===== src/rtl/channel_receiver.sv =====
// Hard-slices noisy samples, hunts SYNC_WORD, deframes 16-bit payload words; flywheel holds lock for MAX_MISS-1 bad syncs. RX_SYNC_ERRCNT_EN adds sync bit-error counting.
// Latency: data_valid one cycle after the edge accepting the last payload bit; no backpressure, idle cycles (sample_valid=0) freeze all state.
module channel_receiver #(
    parameter logic        [15:0] SYNC_WORD   = 16'hB5A3,
    parameter logic signed [15:0] THRESHOLD   = 16'sd0,
    parameter int unsigned        MAX_MISS    = 3,
    parameter int unsigned        FRAME_CNT_W = 16
) (
    input  logic                   CLOCK_50,
    input  logic                   reset,
    input  logic [15:0]            sample_in,
    input  logic                   sample_valid,
    output logic [15:0]            data_out,
    output logic                   data_valid,
    output logic                   locked,
    output logic                   sync_lost,
    output logic [FRAME_CNT_W-1:0] frame_count,
    output logic [15:0]            err_count
);

    typedef enum logic [1:0] {HUNT, PAYLOAD, SYNC_CHECK} state_t;

    localparam logic [4:0] MAX_MISS_L = 5'(MAX_MISS);

    state_t                 state, state_nxt;
    logic [15:0]            sr, sr_nxt;
    logic [3:0]             bit_cnt, bit_cnt_nxt;
    logic [4:0]             fill_cnt, fill_cnt_nxt;
    logic [3:0]             miss_cnt, miss_cnt_nxt;
    logic [15:0]            data_out_nxt;
    logic                   data_valid_nxt, sync_lost_nxt;
    logic [FRAME_CNT_W-1:0] frame_count_nxt;
    logic                   bit_in;
    logic                   chk_done;

    assign bit_in   = $signed(sample_in) >= THRESHOLD;
    assign chk_done = sample_valid && (state == SYNC_CHECK) && (bit_cnt == 4'd15);

    always_ff @(posedge CLOCK_50) begin
        if (reset) begin
            state       <= HUNT;
            sr          <= '0;
            bit_cnt     <= '0;
            fill_cnt    <= '0;
            miss_cnt    <= '0;
            data_out    <= '0;
            data_valid  <= 1'b0;
            sync_lost   <= 1'b0;
            locked      <= 1'b0;
            frame_count <= '0;
        end else begin
            state       <= state_nxt;
            sr          <= sr_nxt;
            bit_cnt     <= bit_cnt_nxt;
            fill_cnt    <= fill_cnt_nxt;
            miss_cnt    <= miss_cnt_nxt;
            data_out    <= data_out_nxt;
            data_valid  <= data_valid_nxt;
            sync_lost   <= sync_lost_nxt;
            locked      <= (state_nxt != HUNT);
            frame_count <= frame_count_nxt;
        end
    end

    // The single shift register doubles as the payload/sync assembler: after 16 bits in a state it holds exactly that word.
    always_comb begin
        state_nxt       = state;
        sr_nxt          = sr;
        bit_cnt_nxt     = bit_cnt;
        fill_cnt_nxt    = fill_cnt;
        miss_cnt_nxt    = miss_cnt;
        data_out_nxt    = data_out;
        data_valid_nxt  = 1'b0;
        sync_lost_nxt   = 1'b0;
        frame_count_nxt = frame_count;
        if (sample_valid) begin
            sr_nxt = {sr[14:0], bit_in};
            unique case (state)
                HUNT: begin
                    fill_cnt_nxt = (fill_cnt == 5'd16) ? fill_cnt : fill_cnt + 5'd1;
                    if (fill_cnt >= 5'd15 && sr_nxt == SYNC_WORD) begin
                        state_nxt    = PAYLOAD;
                        bit_cnt_nxt  = '0;
                        miss_cnt_nxt = '0;
                    end
                end
                PAYLOAD: begin
                    bit_cnt_nxt = bit_cnt + 4'd1;
                    if (bit_cnt == 4'd15) begin
                        data_out_nxt    = sr_nxt;
                        data_valid_nxt  = 1'b1;
                        frame_count_nxt = frame_count + FRAME_CNT_W'(1);
                        state_nxt       = SYNC_CHECK;
                    end
                end
                SYNC_CHECK: begin
                    bit_cnt_nxt = bit_cnt + 4'd1;
                    if (bit_cnt == 4'd15) begin
                        if (sr_nxt == SYNC_WORD) begin
                            miss_cnt_nxt = '0;
                            state_nxt    = PAYLOAD;
                        end else if (({1'b0, miss_cnt} + 5'd1) < MAX_MISS_L) begin
                            miss_cnt_nxt = miss_cnt + 4'd1;
                            state_nxt    = PAYLOAD;
                        end else begin
                            state_nxt     = HUNT;
                            sync_lost_nxt = 1'b1;
                            fill_cnt_nxt  = '0;
                            miss_cnt_nxt  = '0;
                        end
                    end
                end
                default: state_nxt = HUNT;
            endcase
        end
    end

`ifdef RX_SYNC_ERRCNT_EN
    logic [4:0]  err_bits;
    logic [16:0] err_sum;

    assign err_bits = 5'($countones(sr_nxt ^ SYNC_WORD));
    assign err_sum  = {1'b0, err_count} + {12'd0, err_bits};

    // Survives loss of lock so noise history accumulates across re-syncs.
    always_ff @(posedge CLOCK_50) begin
        if (reset)
            err_count <= '0;
        else if (chk_done)
            err_count <= err_sum[16] ? 16'hFFFF : err_sum[15:0];
    end
`else
    assign err_count = 16'h0000;
`endif

endmodule


===== config.mk =====
export PLATFORM = sky130hd
export DESIGN_NAME = channel_receiver
export DESIGN_NICKNAME = d
export VERILOG_FILES = /design/src/rtl/channel_receiver.sv
export SDC_FILE = /design/constraint.sdc
export NUM_CORES = 1
export LEC_CHECK = 0
export ABC_CLOCK_PERIOD_IN_PS = 2100
export CORE_MARGIN = 1
export CORE_UTILIZATION = 50
export CTS_CLUSTER_SIZE = 8
export DETAILED_ROUTE_END_ITERATION = 6
export GPL_TIMING_DRIVEN = 0
export PLACE_DENSITY = 0.8
export SYNTH_ARGS = -nofsm -noshare
export SYNTH_HDL_FRONTEND = slang
export SYNTH_SLANG_ARGS = --single-unit

===== constraint.sdc =====
create_clock -name CLOCK_50 -period 2.1 [get_ports CLOCK_50]
set_input_delay 0.42 -clock CLOCK_50 [delete_from_list [all_inputs] [get_ports CLOCK_50]]
set_output_delay 0.42 -clock CLOCK_50 [all_outputs]
set_load 0.01 [all_outputs]

# Yosys cells after proc, flatten, opt, wreduce, memory -nomap -nowiden
# Index checks and enable logic that the tools add are counted.
[op_classes]
addsub = 5
reduce_logical = 12
n_eq_ne = 10
bitwise_logic = 4
order_cmp = 3
n_mux = 20
[ops]
columns = ["operator", "n"]
rows = [
  ["$mux W5", 4],
  ["$add A16 B1 Y16 const B", 1],
  ["$eq A16 B16 Y1 const B", 1],
  ["$ge A16 B1 Y1 const B", 1],
  ["$mux W4", 4],
  ["$pmux W4 S2", 2],
  ["$pmux W5 S2", 1],
  ["$add A4 B1 Y4 const B", 2],
  ["$mux W2", 4],
  ["$ne A2 B2 Y1 const B", 4],
  ["$pmux W2 S3", 1],
  ["$reduce_and A3 Y1", 2],
  ["$reduce_and A6 Y1", 1],
  ["$reduce_bool A2 Y1", 3],
  ["$add A4 B1 Y5 const B", 1],
  ["$add A5 B1 Y5 const B", 1],
  ["$eq A5 B5 Y1 const B", 1],
  ["$ge A5 B4 Y1 const B", 1],
  ["$lt A5 B2 Y1 const B", 1],
  ["$reduce_or A5 Y1", 1],
  ["$eq A4 B4 Y1 const B", 1],
  ["$mux W1", 4],
  ["$not A1 Y1", 4],
  ["$reduce_and A4 Y1", 1],
  ["other kinds (7)", 7],
]
[totals]
out_inout_bits = 51
wordCells = 64
in_bits = 19
regBits = 65

# Longest topological paths before layout
[logic_depth]
word_depth = 8
ltp_mapped = 8
depth_no_buf = 7

# Worst setup path after synthesis
# OpenSTA, ideal clock, no wires.
[synth_timing]
kind = "register to register"
startpoint = "register fill_cnt[0]"
endpoint = "register locked"
required_time_ns = 1.980
setup_slack_ns = 0.249
path_stages_with_launch = 8
setup_time_ns = 0.120
path_buffers = 0
arrival_time_ns = 1.731
period_less_slack_ns = 1.851
path_cell_list = "dfxtp_1 ha_1 and3_1 ha_1 a211oi_2 o21ai_0 a221o_1 or2_1"
[synth_via]
elab_chain_len = 6
[synth_lines]
columns = ["element", "line_no", "rtl"]
rows = [
  ["start: declaration", "28", "logic [4:0] fill_cnt, fill_cnt_nxt;"],
  ["start signal: assignment", "55", "fill_cnt <= fill_cnt_nxt;"],
  ["$ge A5 B4 Y1", "81", "if (fill_cnt >= 5'd15 && sr_nxt == SYNC_WORD) begin"],
  ["$logic_and A1 B1 Y1", "81", ""],
  ["$mux W2", "81", ""],
  ["$pmux W2 S3", "78", "unique case (state)"],
  ["$mux W2", "76", "if (sample_valid) begin"],
  ["$reduce_bool A2 Y1", "60", "locked <= (state_nxt != HUNT);"],
  ["end signal: assignment", "60", ""],
  ["end: declaration", "15", "output logic locked,"],
]
# Every way passes these cells.
# A chain may end at the register's enable or synchronous reset.

# Worst setup path in the final report
# Same ends and word-level chain as after synthesis.

==> impl_metrics.env <==
export IMPL_hold_class="register to register"
export IMPL_antenna_found_initial=0
export IMPL_drc=0
export IMPL_wl_um=6290
export IMPL_syn_avg_cell_area_sq_um=8.62
export IMPL_die_area_sq_um=6350
export IMPL_path_clk_slew_ps=70
export IMPL_synth_distinct_cells=52
export IMPL_max_slew_margin_pct=58.3
export IMPL_dp_hpwl_um=4450
export IMPL_yosysTopAreaCell="dfxtp_1"
export IMPL_htree_levels=3
export IMPL_coreArea_sq_um=5680
export IMPL_fin_ws_ps=88.9
export IMPL_clock_sinks=65
export IMPL_clock_latency_ps=340
export IMPL_worstPathArrival_ps=2240
export IMPL_fin_crit_sh_pct=95.8
export IMPL_netlist_area_sq_um=3020
export IMPL_cts_tree="done"
export IMPL_drv_cap=0
export IMPL_dp_cells=475
export IMPL_fin_crit_ps=2010
export IMPL_start_util_pct=53.2
export IMPL_drt_iter0_drc=142
export IMPL_cts_buffers=9
export IMPL_grt_start_max_net_pins=11
export IMPL_diodes=0
export IMPL_synthCells=350
export IMPL_grt_pass1_wl_um=10000
export IMPL_yosys_warnings=0
export IMPL_dpl_cell_area_sq_um=3540
export IMPL_path_max_fanout=5
export IMPL_via_count=2589
export IMPL_ys_flop_type="dfxtp_1"
export IMPL_end_kind="register"
export IMPL_grtUsageTotal_pct=20.6
export IMPL_worst_setup_path_type="register to register"
export IMPL_powerDensity_nw_per_um2=622
export IMPL_async_reset_ff_share_pct=0
export IMPL_ys_seq_area_share_pct=43.1
export IMPL_hold_viol=0
export IMPL_synth_seq_cells=65
export IMPL_io_buffer_count=38
export IMPL_fmax_ghz=0.497
export IMPL_gp_congestion=0.820
export IMPL_p_leak_nw=1.45
export IMPL_dr_pass1_iters=4
export IMPL_fin_util_pct=65.7
export IMPL_start_kind="register"
export IMPL_io_pins=70
export IMPL_setup_viol=0
export IMPL_ant_nets=0
export IMPL_drive_gt1_share_pct=10.2
export IMPL_die_w_um=79.7
export IMPL_place_ws_ps=-375
export IMPL_ir_drop_mv=0.522
export IMPL_status="completed"
export IMPL_via_per_inst=5.26
export IMPL_syn_to_final_growth_pct=23.6
export IMPL_stdcell_area_sq_um=3730
export IMPL_hold_buffers=0
export IMPL_rsz0062_at_grt="false"
export IMPL_clk_path_buf_depth=2
export IMPL_ys_top_cells_by_area="dfxtp_1 (43%), mux2i_1 (5.6%), nand2_1 (5.6%), nor2_1 (5.0%), a21oi_1 (4.8%)"
export IMPL_nFillCells=502
export IMPL_fin_skew_ps=7.14
export IMPL_wire_per_inst_um=12.8
export IMPL_required_ps=2330
export IMPL_synth_edf_count=0
export IMPL_first_global_vias=2233
export IMPL_overflow=0
export IMPL_nets=444
export IMPL_rows=27
export IMPL_yosysTopAreaCellShare_pct=43.1
export IMPL_clock_tree_root_cell="clkbuf_8"
export IMPL_instances_no_fill=492
export IMPL_slew_violations=0
export IMPL_dieHeight_um=79.7
export IMPL_finalPower_mw=2.32
export IMPL_tightest_slew_ps=625
cell type report:
class | instances | area [sq um] | share of cell area, %
clock buffers | 14 | 163 | 4.36
repair buffers | 39 | 388 | 10.4
multi-input cells | 255 | 1540 | 41.3
inverters | 14 | 52.6 | 1.41
flip-flops and latches | 65 | 1300 | 34.9
plain buffers | 31 | 181 | 4.86
clock inverters | 2 | 12.5 | 0.335
well taps | 72 | 90.1 | 2.42
power by group:
part | internal (mW) | total (mW) | switching, mW
clock network | 0.493 | 0.952 | 0.460
registers | 1.24 | 1.25 | 0.00828
logic | 0.0517 | 0.119 | 0.0673
routing by layer:
metal  GRT usage, %  up-vias  wire (um)
met1           24.6     1212       2910
li1               -     1312          -
met3           6.86        5        321
met2           34.7       60       3000
met4           6.55        0         55
met5              0        -          0
cell usage after synthesis, types with 3 or more instances:
cell,count
a21oi_1,29
buf_1,4
nand2_1,45
o21ai_0,11
nor2_1,40
nand2b_1,5
dfxtp_1,65
buf_4,16
mux2i_1,17
nor3_1,4
o211ai_1,3
nand3_1,7
xor2_1,7
ha_1,10
and3_1,7
nand4_1,7
clkbuf_1,10
xnor2_1,5
inv_1,14
or3_1,3
worst paths after layout:
kind	end	slack, ps	cells after the start	startpoint
min reg2reg	data_out[11]	460	2	data_out[11]
max reg2reg	locked	90	7	fill_cnt[0]
min	data_out[11]	460	2	data_out[11]
max	locked	90	7	fill_cnt[0]
sequential cells by signal, summed over array words and instances, names as in the netlist, 2 cells and up:
signal and count:
data_out 16, miss_cnt 4, fill_cnt 5, sr 15, bit_cnt 4, frame_count 16
state 2
timing repair:
item / CTS / global route
setup buffers: 0 / 1
setup endpoints to repair: 4 / 14
gates resized for setup: 1 / 4
pin swaps: 0 / 1
layout by cell type (no fill, tap or decap), types with 7 or more instances in the layout:
cell,Yosys,layout
dfxtp_1,65,65
inv_1,14,14
clkbuf_1,10,11
nand3_1,7,7
nand2_1,45,45
clkbuf_8,0,11
ha_1,10,10
nor2_1,40,40
and3_1,7,7
conb_1,1,16
o21ai_0,11,10
xor2_1,7,7
clkdlybuf4s50_1,0,38
mux2i_1,17,17
nand4_1,7,7
buf_4,16,17
a21oi_1,29,29
per-stage QoR:
step / setup TNS (ps) / hold slack (ps)
2_1_floorplan: 0 / 440
6_report: 0 / 456
4_1_cts: 0 / 457
3_5_place_dp: -9160 / 447
3_3_place_gp: -8490 / 445
5_1_grt: 0 / 477
worst max-delay path, cell delays in order (launching register included):
cell and delay, ps:
dfxtp_1 340, ha_1 210, and3_1 180, ha_1 180
a211oi_2 290, o21ai_0 150, a221o_1 320, or2_1 220
cell families (layout without fill, tap and decap cells):
family	after synthesis	count (layout)	share of synthesized area, %
buffers and inverters	45	100	7.63
xor gates and xnor gates	12	12	3.48
muxes	17	17	5.64
other	1	16	0.124
adders and majority gates	10	10	4.15
DFF	65	65	43.1
AOI/OAI and AO/OA	62	62	12.6
and+or+nand+nor	138	138	23.2
(Power assumes the default switching activity.)
